### config.mk
export PLATFORM = sky130hd
export DESIGN_NAME = mem_port_arbiter_flat
export DESIGN_NICKNAME = d
export VERILOG_FILES = /design/src/rtl/mem_arb_pkg.sv /design/src/rtl/mem_port_arbiter_if.sv /design/src/rtl/rr_arbiter2.sv /design/src/rtl/mem_port_arbiter.sv /design/src/flat_wrapper.sv
export SDC_FILE = /design/constraint.sdc
export NUM_CORES = 1
export LEC_CHECK = 0
export CORE_AREA = 2 2 86 88
export DETAILED_ROUTE_END_ITERATION = 8
export DIE_AREA = 0 0 88 90
export HOLD_SLACK_MARGIN = 0.1
export PLACE_DENSITY = 0.77
export SYNTH_ARGS = -nofsm -noshare
export SYNTH_HDL_FRONTEND = slang
export SYNTH_SLANG_ARGS = --single-unit
### constraint.sdc
create_clock -name clock -period 1.34 [get_ports clock]
set_input_delay 0.201 -clock clock [delete_from_list [all_inputs] [get_ports clock]]
set_output_delay 0.201 -clock clock [all_outputs]
set_load 0.02 [all_outputs]
### src/rtl/mem_arb_pkg.sv
// Shared types for the instruction/data memory port arbiter and its round-robin core.
package mem_arb_pkg;

    localparam int WORD_BITS = 32;

    // Owner of the read response returning from the RAM this cycle.
    typedef enum logic [1:0] {
        OWNER_NONE = 2'd0,
        OWNER_I    = 2'd1,
        OWNER_D    = 2'd2
    } owner_e;

    // Side of a two-input round-robin that won most recently.
    typedef enum logic {
        SIDE_0 = 1'b0,
        SIDE_1 = 1'b1
    } rr_side_e;

endpackage

### src/rtl/mem_port_arbiter_if.sv
// Bundle of the fetch port, data port and single-port RAM signals around the arbiter.
interface mem_port_arbiter_if #(
    parameter int ADDRESS_BITS = 16
);
    import mem_arb_pkg::*;

    // Handshake: a request transfers in a cycle where req and ready are both high;
    // the requester holds req/address/wEn/write_data stable until then, and ready
    // depends only on req and arbiter state. rvalid marks read data one cycle later.
    logic                    i_req;
    logic [ADDRESS_BITS-1:0] i_address;
    logic                    i_ready;
    logic                    i_rvalid;
    logic [WORD_BITS-1:0]    i_read_data;

    logic                    d_req;
    logic                    d_wEn;
    logic [ADDRESS_BITS-1:0] d_address;
    logic [WORD_BITS-1:0]    d_write_data;
    logic                    d_ready;
    logic                    d_rvalid;
    logic [WORD_BITS-1:0]    d_read_data;

    logic                    mem_en;
    logic                    mem_wEn;
    logic [ADDRESS_BITS-1:0] mem_address;
    logic [WORD_BITS-1:0]    mem_write_data;
    logic [WORD_BITS-1:0]    mem_read_data;

    modport slave (
        input  i_req, i_address,
        output i_ready, i_rvalid, i_read_data,
        input  d_req, d_wEn, d_address, d_write_data,
        output d_ready, d_rvalid, d_read_data,
        output mem_en, mem_wEn, mem_address, mem_write_data,
        input  mem_read_data
    );

    modport master (
        output i_req, i_address,
        input  i_ready, i_rvalid, i_read_data,
        output d_req, d_wEn, d_address, d_write_data,
        input  d_ready, d_rvalid, d_read_data,
        input  mem_en, mem_wEn, mem_address, mem_write_data,
        output mem_read_data
    );

endinterface

### src/rtl/rr_arbiter2.sv
// Two-request round-robin arbiter: a lone request wins, a conflict goes to the side
// that did not win last. The last winner only changes on a grant.
module rr_arbiter2
    import mem_arb_pkg::*;
(
    input  logic       clk_i,
    input  logic       rst_i,
    input  logic [1:0] req_i,
    output logic [1:0] gnt_o,
    output rr_side_e   last_o
);

    rr_side_e last_q;
    rr_side_e last_d;

    always_comb begin
        gnt_o = 2'b00;
        if (req_i[0] && req_i[1]) begin
            if (last_q == SIDE_0) begin
                gnt_o = 2'b10;
            end else begin
                gnt_o = 2'b01;
            end
        end else begin
            gnt_o = req_i;
        end
    end

    always_comb begin
        last_d = last_q;
        if (gnt_o[0]) begin
            last_d = SIDE_0;
        end else if (gnt_o[1]) begin
            last_d = SIDE_1;
        end
    end

    always_ff @(posedge clk_i) begin
        if (rst_i) begin
            last_q <= SIDE_0;
        end else begin
            last_q <= last_d;
        end
    end

    assign last_o = last_q;

endmodule

### src/rtl/mem_port_arbiter.sv
// Shares one single-port synchronous RAM between instruction fetch (side 0) and
// load/store (side 1), routing each read response back to the requester that issued it.
module mem_port_arbiter
    import mem_arb_pkg::*;
#(
    parameter int ADDRESS_BITS = 16
) (
    input  logic               clock,
    input  logic               reset,
    mem_port_arbiter_if.slave  bus,
    output rr_side_e           last_grant_o,
    output owner_e             resp_owner_o
);

    logic [1:0]              req_v;
    logic [1:0]              gnt;
    rr_side_e                last_grant;
    owner_e                  owner_q;
    owner_e                  owner_d;
    logic [ADDRESS_BITS-1:0] addr_sel;

    // Masking requests during reset keeps ready and the RAM strobe low without
    // the round-robin core needing to know about it.
    assign req_v = {bus.d_req, bus.i_req} & {2{~reset}};

    rr_arbiter2 u_rr (
        .clk_i  (clock),
        .rst_i  (reset),
        .req_i  (req_v),
        .gnt_o  (gnt),
        .last_o (last_grant)
    );

    assign bus.i_ready = gnt[0];
    assign bus.d_ready = gnt[1];

    always_comb begin
        bus.mem_en         = 1'b0;
        bus.mem_wEn        = 1'b0;
        bus.mem_write_data = '0;
        addr_sel           = '0;
        if (gnt[0]) begin
            bus.mem_en = 1'b1;
            addr_sel   = bus.i_address;
        end else if (gnt[1]) begin
            bus.mem_en         = 1'b1;
            bus.mem_wEn        = bus.d_wEn;
            addr_sel           = bus.d_address;
            bus.mem_write_data = bus.d_write_data;
        end
    end

    assign bus.mem_address = addr_sel;

    // Writes finish in their grant cycle, so only reads leave a response owner.
    always_comb begin
        owner_d = OWNER_NONE;
        if (gnt[0]) begin
            owner_d = OWNER_I;
        end else if (gnt[1] && !bus.d_wEn) begin
            owner_d = OWNER_D;
        end
    end

    always_ff @(posedge clock) begin
        if (reset) begin
            owner_q <= OWNER_NONE;
        end else begin
            owner_q <= owner_d;
        end
    end

    // A response still in flight when reset rises is dropped, never shown.
    assign bus.i_rvalid    = (owner_q == OWNER_I) && !reset;
    assign bus.d_rvalid    = (owner_q == OWNER_D) && !reset;
    assign bus.i_read_data = bus.i_rvalid ? bus.mem_read_data : '0;
    assign bus.d_read_data = bus.d_rvalid ? bus.mem_read_data : '0;

    assign last_grant_o = last_grant;
    assign resp_owner_o = owner_q;

endmodule

### src/flat_wrapper.sv
// flat-port wrapper written by rule: the top's interface ports become plain ports
module mem_port_arbiter_flat import mem_arb_pkg::*;
#(
    parameter int ADDRESS_BITS = 16
)
  (clock, reset, last_grant_o, resp_owner_o, bus_i_req, bus_i_address, bus_i_ready, bus_i_rvalid, bus_i_read_data, bus_d_req, bus_d_wEn, bus_d_address, bus_d_write_data, bus_d_ready, bus_d_rvalid, bus_d_read_data, bus_mem_en, bus_mem_wEn, bus_mem_address, bus_mem_write_data, bus_mem_read_data);
  mem_port_arbiter_if #(.ADDRESS_BITS(ADDRESS_BITS)) bus_i ();
  input  logic clock;
  input  logic reset;
  output rr_side_e last_grant_o;
  output owner_e resp_owner_o;
  input wire logic [$bits(bus_i.i_req)-1:0] bus_i_req;
  input wire logic [$bits(bus_i.i_address)-1:0] bus_i_address;
  output wire logic [$bits(bus_i.i_ready)-1:0] bus_i_ready;
  output wire logic [$bits(bus_i.i_rvalid)-1:0] bus_i_rvalid;
  output wire logic [$bits(bus_i.i_read_data)-1:0] bus_i_read_data;
  input wire logic [$bits(bus_i.d_req)-1:0] bus_d_req;
  input wire logic [$bits(bus_i.d_wEn)-1:0] bus_d_wEn;
  input wire logic [$bits(bus_i.d_address)-1:0] bus_d_address;
  input wire logic [$bits(bus_i.d_write_data)-1:0] bus_d_write_data;
  output wire logic [$bits(bus_i.d_ready)-1:0] bus_d_ready;
  output wire logic [$bits(bus_i.d_rvalid)-1:0] bus_d_rvalid;
  output wire logic [$bits(bus_i.d_read_data)-1:0] bus_d_read_data;
  output wire logic [$bits(bus_i.mem_en)-1:0] bus_mem_en;
  output wire logic [$bits(bus_i.mem_wEn)-1:0] bus_mem_wEn;
  output wire logic [$bits(bus_i.mem_address)-1:0] bus_mem_address;
  output wire logic [$bits(bus_i.mem_write_data)-1:0] bus_mem_write_data;
  input wire logic [$bits(bus_i.mem_read_data)-1:0] bus_mem_read_data;
  assign bus_i.i_req = bus_i_req;
  assign bus_i.i_address = bus_i_address;
  assign bus_i_ready = bus_i.i_ready;
  assign bus_i_rvalid = bus_i.i_rvalid;
  assign bus_i_read_data = bus_i.i_read_data;
  assign bus_i.d_req = bus_d_req;
  assign bus_i.d_wEn = bus_d_wEn;
  assign bus_i.d_address = bus_d_address;
  assign bus_i.d_write_data = bus_d_write_data;
  assign bus_d_ready = bus_i.d_ready;
  assign bus_d_rvalid = bus_i.d_rvalid;
  assign bus_d_read_data = bus_i.d_read_data;
  assign bus_mem_en = bus_i.mem_en;
  assign bus_mem_wEn = bus_i.mem_wEn;
  assign bus_mem_address = bus_i.mem_address;
  assign bus_mem_write_data = bus_i.mem_write_data;
  assign bus_i.mem_read_data = bus_mem_read_data;
  mem_port_arbiter #(.ADDRESS_BITS(ADDRESS_BITS)) u_core (.clock(clock), .reset(reset), .bus(bus_i), .last_grant_o(last_grant_o), .resp_owner_o(resp_owner_o));
endmodule
After elaboration in Yosys (flattened, before gate mapping)
Index checks and enable logic that the tools add are counted.

operators by class
  reduce and logical (&&, ||, !) cells = 7
  bitwise operators = 2
  mux-type cells = 14
  equal/unequal tests = 2

operator list
  kind                                                                   number
  32-bit two-way mux                                                     4
  16-bit two-way mux                                                     2
  2-bit two-way mux                                                      3
  1-bit two-way mux                                                      5
  1-bit logical AND                                                      4
  2-bit AND                                                              1
  2-bit by 1-bit equality test with 1-bit output, second input constant  1
  2-bit equality test, second input constant                             1
  1-bit zero test                                                        2
  2-bit OR reduction                                                     1
  1-bit NOT                                                              1

storage, ports and cells
  output and inout bits = 121
  bits in registers = 3
  word-level logic and storage cells = 28

Depth between registers and ports, before layout
  depth after elaboration = 7
  gate-level depth with buffers = 5
  mapped depth without buffers = 3

By module
Synthesis repeated with hierarchy kept, for this count alone.

second synthesis, totals
  cells, all modules = 142
  area total of the unflattened synthesis = 1037.2 µm²

modules (own cells, without submodules)
  module            sequential area each (µm²)  area each (µm²)  cells each  times used
  mem_port_arbiter  40.0                        987.2            136         1
  rr_arbiter2       20.0                        50.0             6           1

Least setup slack after synthesis
OpenSTA, ideal clock, no wires.

  kind = reg2out
  from = register u_core.owner_q[0], in the netlist u_core.resp_owner_o[0]
  to = output bus_d_read_data[22]
  path slack = -0.227 ns
  arrival = 1.366 ns
  data required time = 1.139 ns
  stages on the path, launching flop included = 5
  path buffers = 1
  path through = dfxtp_1 nand2b_1 nor2_1 clkbuf_1 and2_1

on the way
  cells in the longest elaborated chain, start to end = 3

RTL lines
  what                      RTL line                RTL
  start: declaration        mem_port_arbiter.sv:18  owner_e owner_q;
  start signal: assignment  mem_port_arbiter.sv:69  owner_q <= owner_d;
  2-bit equality test       mem_port_arbiter.sv:75  assign bus.d_rvalid = (owner_q == OWNER_D) && !reset;
  1-bit logical AND         mem_port_arbiter.sv:75
  via bus_d_rvalid          flat_wrapper.sv:22      output wire logic [$bits(bus_i.d_rvalid)-1:0] bus_d_rvalid;
  32-bit two-way mux        mem_port_arbiter.sv:77  assign bus.d_read_data = bus.d_rvalid ? bus.mem_read_data : '0;
  end: declaration          flat_wrapper.sv:23      output wire logic [$bits(bus_i.d_read_data)-1:0] bus_d_read_data;

The timed path passes the listed nets, and every way through them passes these cells.

Final worst setup path
  from = register u_core.owner_q[1], in the netlist u_core.resp_owner_o[1]
  to = output bus_i_read_data[14]

on the way
  cells in the longest elaborated chain, start to end = 3

RTL lines
  what                                            RTL line                RTL
  2-bit by 1-bit equality test with 1-bit output  mem_port_arbiter.sv:74  assign bus.i_rvalid = (owner_q == OWNER_I) && !reset;
  1-bit logical AND                               mem_port_arbiter.sv:74
  32-bit two-way mux                              mem_port_arbiter.sv:76  assign bus.i_read_data = bus.i_rvalid ? bus.mem_read_data : '0;
  end: declaration                                flat_wrapper.sv:16      output wire logic [$bits(bus_i.i_read_data)-1:0] bus_i_read_data;

No other way between the ends.

==> flow_summary.ini <==
[finish]
syn_to_final_growth_pct = 292
final_cells = 500
final_cell_mix = clkdlybuf4s50_1, buf_6, and2_4
insertedDiodeCount = 0
multi_input_area_sq_um = 1230
drive_above_1_share_pct = 68.1
regArea_sq_um = 71.3
mostFrequentLayoutCell = clkdlybuf4s50_1
fin_nets = 503
fill_cells = 616

[worst_setup_path]
cp.arrival_ps = 1390
cp_slowest_cell = dfxtp_4
path_class = flip-flop to output port
start_kind = flip-flop
cp.depth = 6
slowest_delay_ps = 350
crit_chain = nand2b_4 > nor2_4 > buf_12 > clkbuf_16 > and2_2 > buf_6
worstRegToRegCells = 5
path_max_fanout = 8
crit_buf_inv = 3
end_kind = output port
worstPathRequired_ps = 1140
critical_path.top_delay_family = simple AND/OR/NAND/NOR gates

[run_status]
violations = negative setup slack
status = finished, violations left

[clock_network]
cts_buffers = 3
path_clk_slew_ps = 30
clock_sinks = 3
htree_levels = 1
clock_path_buffers = 2
clock_latency_ps = 210
root_buffer = clkbuf_8
cts_tree = done

[floorplan]
die_area_sq_um = 7920
die_y_um = 90
placeableCoreArea_sq_um = 7020
die_x_um = 88
rows = 31
io_pins = 222
start_util_pct = 14.6

[power_and_ir_drop]
fin_total_pwr_w = 0.00141
power_frac_clock_pct = 18.6
p_int_w = 0.000921
power_frac_seq_pct = 7.1
p_comb_share_pct = 74.4
p_per_area_nw_per_um2 = 350
irDropWorstVdd_v = 0.000416
p_leak_nw = 1.85
sw_frac_of_total_pct = 34.7
power.switching_w = 0.000490

[timing]
whs_ps = 474
finalMaxSlewViolations = 0
setup_viol = 117
finalWorstSetupSlack_ps = -252
clock_skew_ps = 3.70
fin_crit_ps = 1590
max_clock_freq_mhz = 628
hold_violations = 0
period_share_pct = 119
worstMarginPinSlew_ps = 255
finalSetupTns_ps = -21740
rsz0062_at_grt = yes
slew_headroom_pct = 83.0

[logic_synthesis]
yosysTopAreaCell = and2_1
syn-cell-area_sq_um = 1030
synthTopCellsByArea = and2_1, a32oi_1, nor2_1, dfxtp_1, clkbuf_1
ys_ff_latch = 3
synthDistinctLibCells = 14
synth_nets = 267
yosysTopAreaCellShare_pct = 57.9
synthCells = 166
syn_area_per_cell_sq_um = 6.19
yosysWarnings = 0
seq_area_frac_synth_pct = 5.85

[global_route]
grt-ovfl-total = 0
grt_first_pass_wirelength_um = 9970
grt_max_degree = 21
grt_usage_pct = 15.3
grt_pass1_vias = 2109
antenna_found_initial = 0

[route]
dr.first_iter.drc_count = 23
postRouteAntennaNets = 0
drt-total-wl_um = 6920
post_drt_wl_per_cell_um = 13.8
drc_errors = 0
num_vias = 2097
viasPerCell = 4.19
first_pass_iters = 4

[hold_path]
hold_depth = 3
hold_path.class = input port to flip-flop

[placed_design]
dpl.hpwl_um = 5090
port_buffers = 221
place_ws_ps = -854
place.gp.congestion = 0.740
numPlacedInstances = 484

[run]
maxCapViolCount = 0
[Yosys cell counts]
cell,n
nand2_1,2
nor2_1,25
o21ai_0,1
and3b_1,1
and2_1,95
buf_4,1
buf_1,1
dfxtp_1,3
nor2b_1,1
buf_2,6
a21boi_2,1
a32oi_1,16
clkbuf_1,9
nand2b_1,4
[sequential cells by signal (all words and copies together) (netlist names)]
name / count
u_core.resp_owner_o: 2
u_core.u_rr.last_o: 1
[final timing paths]
path                                        startpoint                endpoint  slack [ps]
worst max register to register      u_core.u_rr.last_o  u_core.resp_owner_o[0]         270
worst min register to register      u_core.u_rr.last_o      u_core.u_rr.last_o         560
worst min-delay path                         bus_d_req      u_core.u_rr.last_o         470
worst max-delay path            u_core.resp_owner_o[1]     bus_i_read_data[14]        -250
[layer usage]
metal / share of wire [%] / track usage (%)
met1: 36 / 16.0
met4: 0.94 / 2.31
met2: 53 / 30.0
met5: 0 / 0
met3: 10 / 4.04
[power by group through the flow]
stage | registers (W) | logic [W] | clock network (W)
2_1_floorplan | 0.000107 | 0.000348 | 0
3_3_place_gp | 0.000101 | 0.000937 | 0
3_5_place_dp | 0.000101 | 0.000946 | 0
4_1_cts | 0.000101 | 0.000982 | 0.000272
5_1_grt | 0.000101 | 0.00111 | 0.000278
6_report | 0.000100 | 0.00105 | 0.000262
[per-stage QoR]
step | util [%] | instance area, sq um
2_1_floorplan | - | 1190
3_3_place_gp | 51.4 | 3610
3_5_place_dp | 51.4 | 3610
4_1_cts | 52.7 | 3700
5_1_grt | 57.4 | 4030
6_report | 57.4 | 4030
[cell families (layout without fill, tap and decap cells)]
group / count (synthesis) / in the layout / synth area share [%]
compound gates: 18 / 18 / 15.2
buf+inv: 17 / 252 / 7.31
flops: 3 / 3 / 5.85
simple gates: 128 / 128 / 71.6
[area by class of cell]
class / instances / share of cell area, %
Tap cell: 99 / 3.07
Clock buffer: 4 / 1.12
Timing Repair Buffer: 248 / 63.6
Sequential cell: 3 / 1.77
Multi-Input combinational cell: 146 / 30.4
[tightest hold or removal path: stages]
cell           delay, ps
dlygate4sd2_1        260
o21ai_0              100
nor2_1                80
[repair_timing]
item | 4_1_cts | 5_1_grt
gates resized for setup | 645 | 96
hold buffers | 0 | 0
setup buffers | 3 | 3
gates cloned | 4 | 2
setup endpoints to repair | 121 | 118
pin swaps | 12 | 26
(Power assumes the default switching activity.)
